==> src/rtl/tuner_seq_ctrl.sv <==
// Ring tuner sequencer: search sweep, pick the configured peak, trigger lock, supervise
// tracking, and re-run the whole sequence on failure with a bounded retry count.
module tuner_seq_ctrl #(
  parameter int DAC_WIDTH   = 8,
  parameter int ADC_WIDTH   = 8,
  parameter int NUM_TARGET  = 8,
  parameter int RETRY_WIDTH = 4
) (
  input  logic                                 i_clk,
  input  logic                                 i_rst,
  input  logic                                 i_start,
  input  logic                                 i_stop,
  input  logic [$clog2(NUM_TARGET)-1:0]        i_cfg_target_idx,
  input  logic [RETRY_WIDTH-1:0]               i_cfg_max_retry,
  output logic                                 o_search_trig_val,
  input  logic                                 i_search_trig_rdy,
  input  logic                                 i_search_peaks_val,
  output logic                                 o_search_peaks_rdy,
  input  logic [NUM_TARGET-1:0][DAC_WIDTH-1:0] i_search_ring_tune_peaks,
  input  logic [NUM_TARGET-1:0][ADC_WIDTH-1:0] i_search_pwr_peaks,
  input  logic [$clog2(NUM_TARGET):0]          i_search_peaks_cnt,
  input  logic                                 i_search_err,
  output logic                                 o_lock_trig_val,
  input  logic                                 i_lock_trig_rdy,
  input  logic                                 i_lock_track_val,
  output logic                                 o_lock_track_rdy,
  input  logic                                 i_lock_err,
  output logic [DAC_WIDTH-1:0]                 o_cfg_ring_tune_peak,
  output logic [ADC_WIDTH-1:0]                 o_cfg_pwr_peak,
  output logic [2:0]                           o_state,
  output logic                                 o_locked,
  output logic                                 o_fail,
  output logic [RETRY_WIDTH-1:0]               o_retry_cnt
);

  typedef enum logic [2:0] {
    IDLE        = 3'd0,
    SEARCH_TRIG = 3'd1,
    SEARCH_WAIT = 3'd2,
    SELECT      = 3'd3,
    LOCK_TRIG   = 3'd4,
    TRACK       = 3'd5,
    FAIL        = 3'd6
  } state_t;

  state_t                 state, state_nxt;
  logic [RETRY_WIDTH-1:0] retry_cnt, retry_nxt;
  logic                   locked, locked_nxt;
  logic                   fail, fail_nxt;
  logic                   latch;
  logic                   fail_evt;

  always_ff @(posedge i_clk or posedge i_rst) begin
    if (i_rst) begin
      state                <= IDLE;
      retry_cnt            <= '0;
      locked               <= 1'b0;
      fail                 <= 1'b0;
      o_cfg_ring_tune_peak <= '0;
      o_cfg_pwr_peak       <= '0;
    end else begin
      state     <= state_nxt;
      retry_cnt <= retry_nxt;
      locked    <= locked_nxt;
      fail      <= fail_nxt;
      if (latch) begin
        o_cfg_ring_tune_peak <= i_search_ring_tune_peaks[i_cfg_target_idx];
        o_cfg_pwr_peak       <= i_search_pwr_peaks[i_cfg_target_idx];
      end
    end
  end

  always_comb begin
    state_nxt  = state;
    retry_nxt  = retry_cnt;
    locked_nxt = locked;
    fail_nxt   = fail;
    latch      = 1'b0;
    fail_evt   = 1'b0;
    if (i_stop) begin
      state_nxt  = IDLE;
      locked_nxt = 1'b0;
      fail_nxt   = 1'b0;
    end else begin
      case (state)
        IDLE, FAIL: if (i_start) begin
          retry_nxt = '0;
          fail_nxt  = 1'b0;
          state_nxt = SEARCH_TRIG;
        end
        SEARCH_TRIG: if (i_search_trig_rdy) state_nxt = SEARCH_WAIT;
        // an error flag wins over a peak list presented in the same cycle
        SEARCH_WAIT: begin
          if (i_search_err) fail_evt = 1'b1;
          else if (i_search_peaks_val) begin
            if (i_search_peaks_cnt > {1'b0, i_cfg_target_idx}) begin
              latch     = 1'b1;
              state_nxt = SELECT;
            end else fail_evt = 1'b1;
          end
        end
        SELECT: state_nxt = LOCK_TRIG;
        LOCK_TRIG: begin
          if (i_lock_err) fail_evt = 1'b1;
          else if (i_lock_trig_rdy) state_nxt = TRACK;
        end
        TRACK: begin
          if (i_lock_err) fail_evt = 1'b1;
          else if (i_lock_track_val && !locked) begin
            locked_nxt = 1'b1;
            retry_nxt  = '0;
          end
        end
        default: state_nxt = IDLE;
      endcase
      if (fail_evt) begin
        locked_nxt = 1'b0;
        if (retry_cnt == i_cfg_max_retry) begin
          state_nxt = FAIL;
          fail_nxt  = 1'b1;
        end else begin
          state_nxt = SEARCH_TRIG;
          if (retry_cnt != '1) retry_nxt = retry_cnt + RETRY_WIDTH'(1);
        end
      end
    end
  end

  assign o_search_trig_val  = (state == SEARCH_TRIG);
  assign o_search_peaks_rdy = (state == SEARCH_WAIT);
  assign o_lock_trig_val    = (state == LOCK_TRIG);
  assign o_lock_track_rdy   = (state == TRACK);
  assign o_state            = state;
  assign o_locked           = locked;
  assign o_fail             = fail;
  assign o_retry_cnt        = retry_cnt;

endmodule
==> config.mk <==
export PLATFORM = sky130hd
export DESIGN_NAME = tuner_seq_ctrl
export DESIGN_NICKNAME = d
export VERILOG_FILES = /design/src/rtl/tuner_seq_ctrl.sv
export SDC_FILE = /design/constraint.sdc
export NUM_CORES = 1
export LEC_CHECK = 0
export ABC_AREA = 1
export CELL_PAD_IN_SITES_DETAIL_PLACEMENT = 1
export CELL_PAD_IN_SITES_GLOBAL_PLACEMENT = 1
export CORE_MARGIN = 8
export CORE_UTILIZATION = 24
export DETAILED_ROUTE_END_ITERATION = 8
export GPL_TIMING_DRIVEN = 0
export PLACE_DENSITY_LB_ADDON = 0.1
export SLEW_MARGIN = 20
export SYNTH_ARGS = -nofsm -noshare
export SYNTH_HDL_FRONTEND = slang
export SYNTH_SLANG_ARGS = --single-unit
==> constraint.sdc <==
create_clock -name i_clk -period 3.7 [get_ports i_clk]
set_input_delay 0.74 -clock i_clk [delete_from_list [all_inputs] [get_ports i_clk]]
set_output_delay 0.74 -clock i_clk [all_outputs]
set_load 0.02 [all_outputs]
==> results of run 1 <==
-- worst max-delay path: cells and delay by family --
family	cells	cell delay, ps
adders and majority gates	1	330
buffers and inverters	4	1280
AOI/OAI and AO/OA	1	80
and+or+nand+nor	4	700
-- cell type report --
cell class	count	share of cell area
Timing Repair Buffer	176	0.391
Sequential cell	25	0.139
Tap cell	136	0.0377
Antenna cell	2	0.00111
Clock buffer	3	0.00916
Multi-Input combinational cell	336	0.356
Inverter	46	0.0383
Clock inverter	1	0.00111
Buffer	25	0.0275
-- path summary, 6_finish.rpt --
check | from | to | cells past startpoint
setup / recovery | i_cfg_target_idx[1] | o_cfg_pwr_peak[2]$_DFFE_PP0P_ | 10
hold / removal | o_cfg_pwr_peak[5]$_DFFE_PP0P_ | o_cfg_pwr_peak[5]$_DFFE_PP0P_ | 2
setup reg to reg | o_state[1]$_DFFE_PP0P_ | o_state[2]$_DFFE_PP0P_ | 9
hold reg to reg | o_cfg_pwr_peak[5]$_DFFE_PP0P_ | o_cfg_pwr_peak[5]$_DFFE_PP0P_ | 2
max in group asynchronous | i_rst | o_cfg_ring_tune_peak[5]$_DFFE_PP0P_ | 2
min in group asynchronous | i_rst | o_retry_cnt[1]$_DFFE_PP0N_ | 2
-- power groups by stage --
stage / combinational (mW) / sequential, mW / clock [mW]
after floorplan: 0.374 / 0.563 / 0
after global placement: 0.982 / 0.458 / 0
after detailed placement: 1.01 / 0.461 / 0
after CTS: 1.01 / 0.458 / 0.177
after global routing: 1.10 / 0.473 / 0.187
final: 1.00 / 0.456 / 0.171
-- routing by layer --
layer | share of wire | global-route usage
met3 | 0.060 | 0.0443
met1 | 0.46 | 0.230
met5 | 0 | 0
met2 | 0.47 | 0.325
met4 | 0.011 | 0.0292
-- flip-flops by register name, indices dropped and copies added (netlist names) --
register              count
o_locked                  1
o_retry_cnt               4
o_fail                    1
o_state                   3
o_cfg_pwr_peak            8
o_cfg_ring_tune_peak      8
-- logic make-up after synthesis --
group	Yosys count
fa+ha+maj	4
flops	25
buf+inv	71
xor+xnor	1
simple gates	209
compound gates	122
-- placed cells by master (no fill, tap or decap), types with 4 or more instances in the layout --
cell             netlist  layout
o21ai_2                6       6
nand2_1              103     103
buf_2                  6       6
ha_1                   4       4
clkbuf_1              14      14
clkdlybuf4s50_1        0     176
nand4_1                8       8
o22ai_1               32      32
o21ai_0               68      68
nor2_1                71      71
inv_1                 40      39
inv_2                  4       5
dfrtp_1               25      25
nand3_1               18      18
o21ai_1               12      12
-- per-stage QoR --
step                utilization  instances  hold WS, ps  setup WS (ps)
finish                    0.439        750          527            740
global route              0.439        750          558            498
CTS                       0.438        748          532            699
detailed placement        0.434        744          516            426
global placement          0.434        744          511            490
floorplan                     -        432          606           1170
==> summary.md, run 1 <==
| Metric | Value |
|---|---|
| Vias post-DR | `3600` |
| Power Total | `1.63 mW` |
| # nets final | `roughly 770` |
| TritonCTS buffer count | `3` |
| Layout Skew | `around 13 ps` |
| Synth Area in Simple Gates | `0.344` |
| Sequential share of the synthesized area | `0.248` |
| #FFs+latches synth | `25` |
| Final setup violating endpoints | `0` |
| Synthesis-to-finish area growth | `78.5%` |
| Clock power frac | `0.105` |
| Setup bufs post-CTS | `0` |
| Flop pwr share | `0.280` |
| Clock slew at reported path FFs | `approximately 100 ps` |
| Row count | `37` |
| Comb pwr share | `0.615` |
| Yosys Warn Count | `0` |
| Sink Count | `25` |
| DP HPWL | `11.2 mm` |
| IO Port Bufs | `~180` |
| Post-Synth XOR/XNOR Area | `0.00347` |
| Internal power | `approximately 0.92 mW` |
| Core ar. | `~10000 µm²` |
| Pin count of the biggest net entering global routing | `26` |
| RSZ-0062 raised after global routing | `false` |
| I/O Pins | `178` |
| Avg WL per Cell | `~18 µm` |
| Hold violation count in the final report | `0` |
| Compound-Gate Fraction of Synth Area | `0.267` |
| Async S/R FF share, synth | `1.00` |
| Adder-cell share of the synthesized area | `0.0198` |
| Max Root-Sink Buffers | `2` |
| Final wirelength | `between 10 and 15 mm` |
| H-tree depth | `1` |
| Routability cong. | `0.798` |
| Share of cells above drive strength 1 | `0.0490` |
| Part of the cycle the worst path needs | `0.800` |
| Die height | `119 µm` |
| Resized Gates After CTS | `0` |
| First-pass GRT wire length | `around 22 mm` |
| Data arrival time of the critical path | `around 3200 ps` |
| Synth Instances | `around 430` |
| Design Area, Final | `roughly 4500 µm²` |
| Die width | `~120 µm` |
| Register area | `between 600 and 700 µm²` |
| Initial drt markers | `152` |
| Mux cell area share after synthesis | `0` |
| Initial antenna violation count | `2` |
| Vias in the first global route | `about 4000` |
| CTS Root Buffer Type | `clkbuf_8` |
| Setup tns final | `0 ps` |
| Critical path capture point type | `flip-flop` |
| Most common cell in the netlist | `nand2_1` |
| Slowest cell delay on critical path | `510 ps` |
| First-pass DRT Iterations | `4` |
| Worst Path Required | `3890 ps` |
| Vias/cell | `~4.8` |
| Worst slew pin tran | `roughly 580 ps` |
| P_sw | `about 0.71 mW` |
| Status | `complete, no violations` |
| DRC | `0` |
| Synth cell types | `27` |
| Top_reg_cell synth | `dfrtp_1` |
| # hold bufs at CTS | `0` |
| Post-synth EDFFs | `0` |
| Max Fanout on Critical Path | `10` |
| CP max stage cell | `clkdlybuf4s50_1` |
| Number of max-slew violations in the final report | `0` |
| Pwr Density | `361 nW/µm²` |
| Area taken by multi-input logic gates | `around 1600 µm²` |
| Hold/Removal Path Class | `reg -> reg` |
| Setup CP Type | `in -> reg` |
| Syn_nets | `between 500 and 600` |
| Mapped cell area | `approximately 2500 µm²` |
| Largest family of logic cells by synthesized area | `simple AND/OR/NAND/NOR gates` |
| Total track usage | `0.186` |
| Antenna Nets Post-Route | `0` |
| Rel. slew slack | `0.615` |
| Filler cells | `1365` |
| Post-synth top area share | `0.248` |
| Highest clock rate | `approximately 340 MHz` |
| Crit-path cells | `clkdlybuf4s50_1, inv_1, clkbuf_1, ha_1, nand4_1, nand3_1, nor4_4, buf_6, nand2_1, o21ai_0` |
| Clock Latency Late Sink | `280 ps` |
| Placed Area | `4460 µm²` |
| Avg Synthesized Cell Area | `about 5.8 µm²` |
| Number of max-cap violations | `0` |
| CTS tree | `built` |
| Maximum VDD drop | `roughly 0.00034 V` |
| Reg2Reg Setup Slack | `between 2000 and 2500 ps` |
| Switch share | `0.433` |
| Top cell type by total area after synthesis | `dfrtp_1` |
| Fin crit period | `2960 ps` |
| Synth top cells by count | `103 x nand2_1, 71 x nor2_1, 68 x o21ai_0, 40 x inv_1, 32 x o22ai_1` |
| Setup crit start kind | `primary input` |
| Die ar. | `between 10000 and 15000 µm²` |
| Initial Utilization | `0.246` |
| Congestion Overflow GR | `0` |
| Leakage power | `1.94 nW` |
| Top cells by area, synth | `dfrtp_1 25%, nand2_1 15%, o21ai_0 13%` |
(Power assumes the default switching activity.)
==> inputs of run 2 (changes only) <==
- CORE_UTILIZATION: 24 -> 20
- clock period: 3.7 -> 2.7 ns (I/O delays scaled with it)
==> run 2 against run 1 <==
  * Core utilization shrank 6.7 points
  * Register-to-register slack got worse by 910 ps
  * Critical path depth grew 2
  * Power rose by 43%
  * Clock skew fell by 6.4 ps
  * Sequential power increased by 35%
  * Worst setup slack lost 480 ps
  * First-iteration DRC count down 12%
  * Global-route usage fell by 2.0 points
  * Largest cell class unchanged
==> summary.md, run 2 (synthesis gave the netlist of run 1 again) <==
| Metric | Value |
|---|---|
| First-pass DRT Iterations | `4 (unchanged)` |
| Core ar. | `12500 µm² (was 10300 µm²)` |
| CTS tree | `built (unchanged)` |
| DP HPWL | `11.5 mm (was 11.2 mm)` |
| Die width | `128 µm (was 119 µm)` |
| Routability cong. | `0.777 (was 0.798)` |
| Row count | `41 (was 37)` |
| Setup CP Type | `in -> reg (unchanged)` |
| Initial Utilization | `0.203 (was 0.246)` |
| Final wirelength | `13.8 mm (was 13.4 mm)` |
| I/O Pins | `178 (unchanged)` |
| Die ar. | `16500 µm² (was 14100 µm²)` |
| Synthesis-to-finish area growth | `83.4% (was 78.5%)` |
| Hold/Removal Path Class | `reg -> reg (unchanged)` |
| Highest clock rate | `410 MHz` |
| Clock Latency Late Sink | `260 ps (was 280 ps)` |
| Placed Area | `4500 µm² (was 4460 µm²)` |
| Avg WL per Cell | `17.5 µm (was 17.9 µm)` |
| Pin count of the biggest net entering global routing | `26 (unchanged)` |
| R2R cell count | `9 (unchanged)` |
| Hold Path Stages | `2 (unchanged)` |
| Leakage power | `1.98 nW (was 1.94 nW)` |
| Total track usage | `0.166 (was 0.186)` |
| Initial drt markers | `134 (was 152)` |
| Vias/cell | `4.57 (was 4.80)` |
| Most frequent cells in the layout | `175 x clkdlybuf4s50_1, 103 x nand2_1, 71 x nor2_1 (was 176 x clkdlybuf4s50_1, 103 x nand2_1, 71 x nor2_1)` |
| Vias post-DR | `3609 (was 3600)` |
| Data arrival time of the critical path | `2610 ps (was 3150 ps)` |
| Sink Count | `25 (unchanged)` |
| DRC | `0 (unchanged)` |
| Antenna Nets Post-Route | `0 (unchanged)` |
| Congestion Overflow GR | `0 (unchanged)` |
| Status | `complete, no violations (unchanged)` |
| Setup crit start kind | `primary input (unchanged)` |
| H-tree depth | `1 (unchanged)` |
| Part of the cycle the worst path needs | `0.904` |
| Layout Skew | `7.02 ps (was 13.4 ps)` |
| # nets final | `770 (was 766)` |
| Number of max-slew violations in the final report | `0 (unchanged)` |
| Pwr Density | `503 nW/µm² (was 361 nW/µm²)` |
| Final setup violating endpoints | `0 (unchanged)` |
| Power Total | `2.33 mW (was 1.63 mW)` |
| Layout Utilization | `0.372 (was 0.439)` |
| Vias in the first global route | `3981 (was 4039)` |
| Max Root-Sink Buffers | `2 (unchanged)` |
| Initial antenna violation count | `2 (unchanged)` |
| Worst Path Required | `2870 ps (was 3890 ps)` |
| Clock slew at reported path FFs | `70 ps (was 100 ps)` |
| Worst slew pin tran | `562 ps (was 577 ps)` |
| Commonest non-fill, non-tap cell in the layout | `clkdlybuf4s50_1 (unchanged)` |
| Number of max-cap violations | `0 (unchanged)` |
| Fin crit period | `around 2400 ps` |
| Max Fanout on Critical Path | `10 (unchanged)` |
| First-pass GRT wire length | `21.6 mm (about the same)` |
| TritonCTS buffer count | `3 (unchanged)` |
| # hold bufs at CTS | `0 (unchanged)` |
| Maximum VDD drop | `0.000301 V (was 0.000341 V)` |
| Share of cells above drive strength 1 | `0.0617 (was 0.0490)` |
| CTS Root Buffer Type | `clkbuf_16 (was clkbuf_8)` |
| Setup tns final | `0 ps (unchanged)` |
| Critical path capture point type | `flip-flop (unchanged)` |
| Hold violation count in the final report | `0 (unchanged)` |
| Design Area, Final | `4630 µm² (was 4510 µm²)` |
| RSZ-0062 raised after global routing | `false (unchanged)` |
| Rel. slew slack | `0.625 (was 0.615)` |
| IO Port Bufs | `176 (unchanged)` |
| Die height | `128 µm (was 119 µm)` |
-- run 2: changes by cell type in the layout (fill, tap and decap cells not counted), sizes merged --
cell           before  now
buf                11   16
clkbuf             17   16
clkdlybuf4s50     176  175
clkinv              3    1
clkinvlp            0    3
dlymetal6s2s        0    1
inv                44   43
-- run 2: worst max-delay path, cell delays in order --
cell and delay, ps:
buf_2 200, clkinvlp_4 240, clkbuf_2 260, ha_1 360, nand3_1 80, nand3_1 90, nand3_1 150, nor4_4 220
buf_4 180, buf_6 140, nand2_1 50, o21ai_0 90
-- run 2: cell type report --
cell class / instances / area (µm²)
Multi-Input combinational cell: 336 / 1600
Antenna cell: 2 / 5.00
Buffer: 24 / 121
Fill cell: 1633 / 7830
Inverter: 46 / 180
Tap cell: 172 / 215
Clock inverter: 1 / 7.51
Clock buffer: 3 / 75.1
Timing Repair Buffer: 181 / 1800
Sequential cell: 25 / 626
-- run 2: per-layer routing --
layer,GRT usage,up-vias,part of all wire
met5,0,-,0
met4,0.0343,0,0.014
met3,0.0513,12,0.078
met2,0.280,123,0.46
met1,0.204,1675,0.45
li1,-,1799,-
-- run 2: report_power, final --
part           switching [mW]  internal [mW]
registers               0.109          0.508
logic                   0.717          0.656
clock network           0.140          0.201
total                   0.966           1.36
-- run 2: worst paths after layout --
| kind | end | from | slack (ps) |
|---|---|---|---|
| worst max-delay path | o_cfg_pwr_peak[2]$_DFFE_PP0P_ | i_cfg_target_idx[2] | 260 |
| worst min-delay path | o_cfg_ring_tune_peak[7]$_DFFE_PP0P_ | o_cfg_ring_tune_peak[7]$_DFFE_PP0P_ | 520 |
| worst max register to register | o_state[2]$_DFFE_PP0P_ | o_state[1]$_DFFE_PP0P_ | 1110 |
| worst min register to register | o_cfg_ring_tune_peak[7]$_DFFE_PP0P_ | o_cfg_ring_tune_peak[7]$_DFFE_PP0P_ | 520 |
| max in group asynchronous | o_cfg_ring_tune_peak[6]$_DFFE_PP0P_ | i_rst | 1670 |
| min in group asynchronous | o_cfg_pwr_peak[7]$_DFFE_PP0P_ | i_rst | 650 |
-- run 2: what timing repair did --
| item | 4_1_cts | 5_1_grt |
|---|---|---|
| gates resized for setup | 0 | 5 |
| setup buffers | 0 | 5 |
| endpoints found under the setup margin | 16 | 18 |
| pin swaps | 0 | 1 |
| gates cloned | 0 | 0 |
-- run 2: through the flow --
| step | setup slack (ps) | instances | hold WS, ps |
|---|---|---|---|
| 3_5_place_dp | -414 | 780 | 514 |
| 6_report | 258 | 790 | 524 |
| 3_3_place_gp | -397 | 780 | 512 |
| 5_1_grt | 38.7 | 790 | 559 |
| 4_1_cts | 10.1 | 783 | 529 |
| 2_1_floorplan | 372 | 432 | 567 |
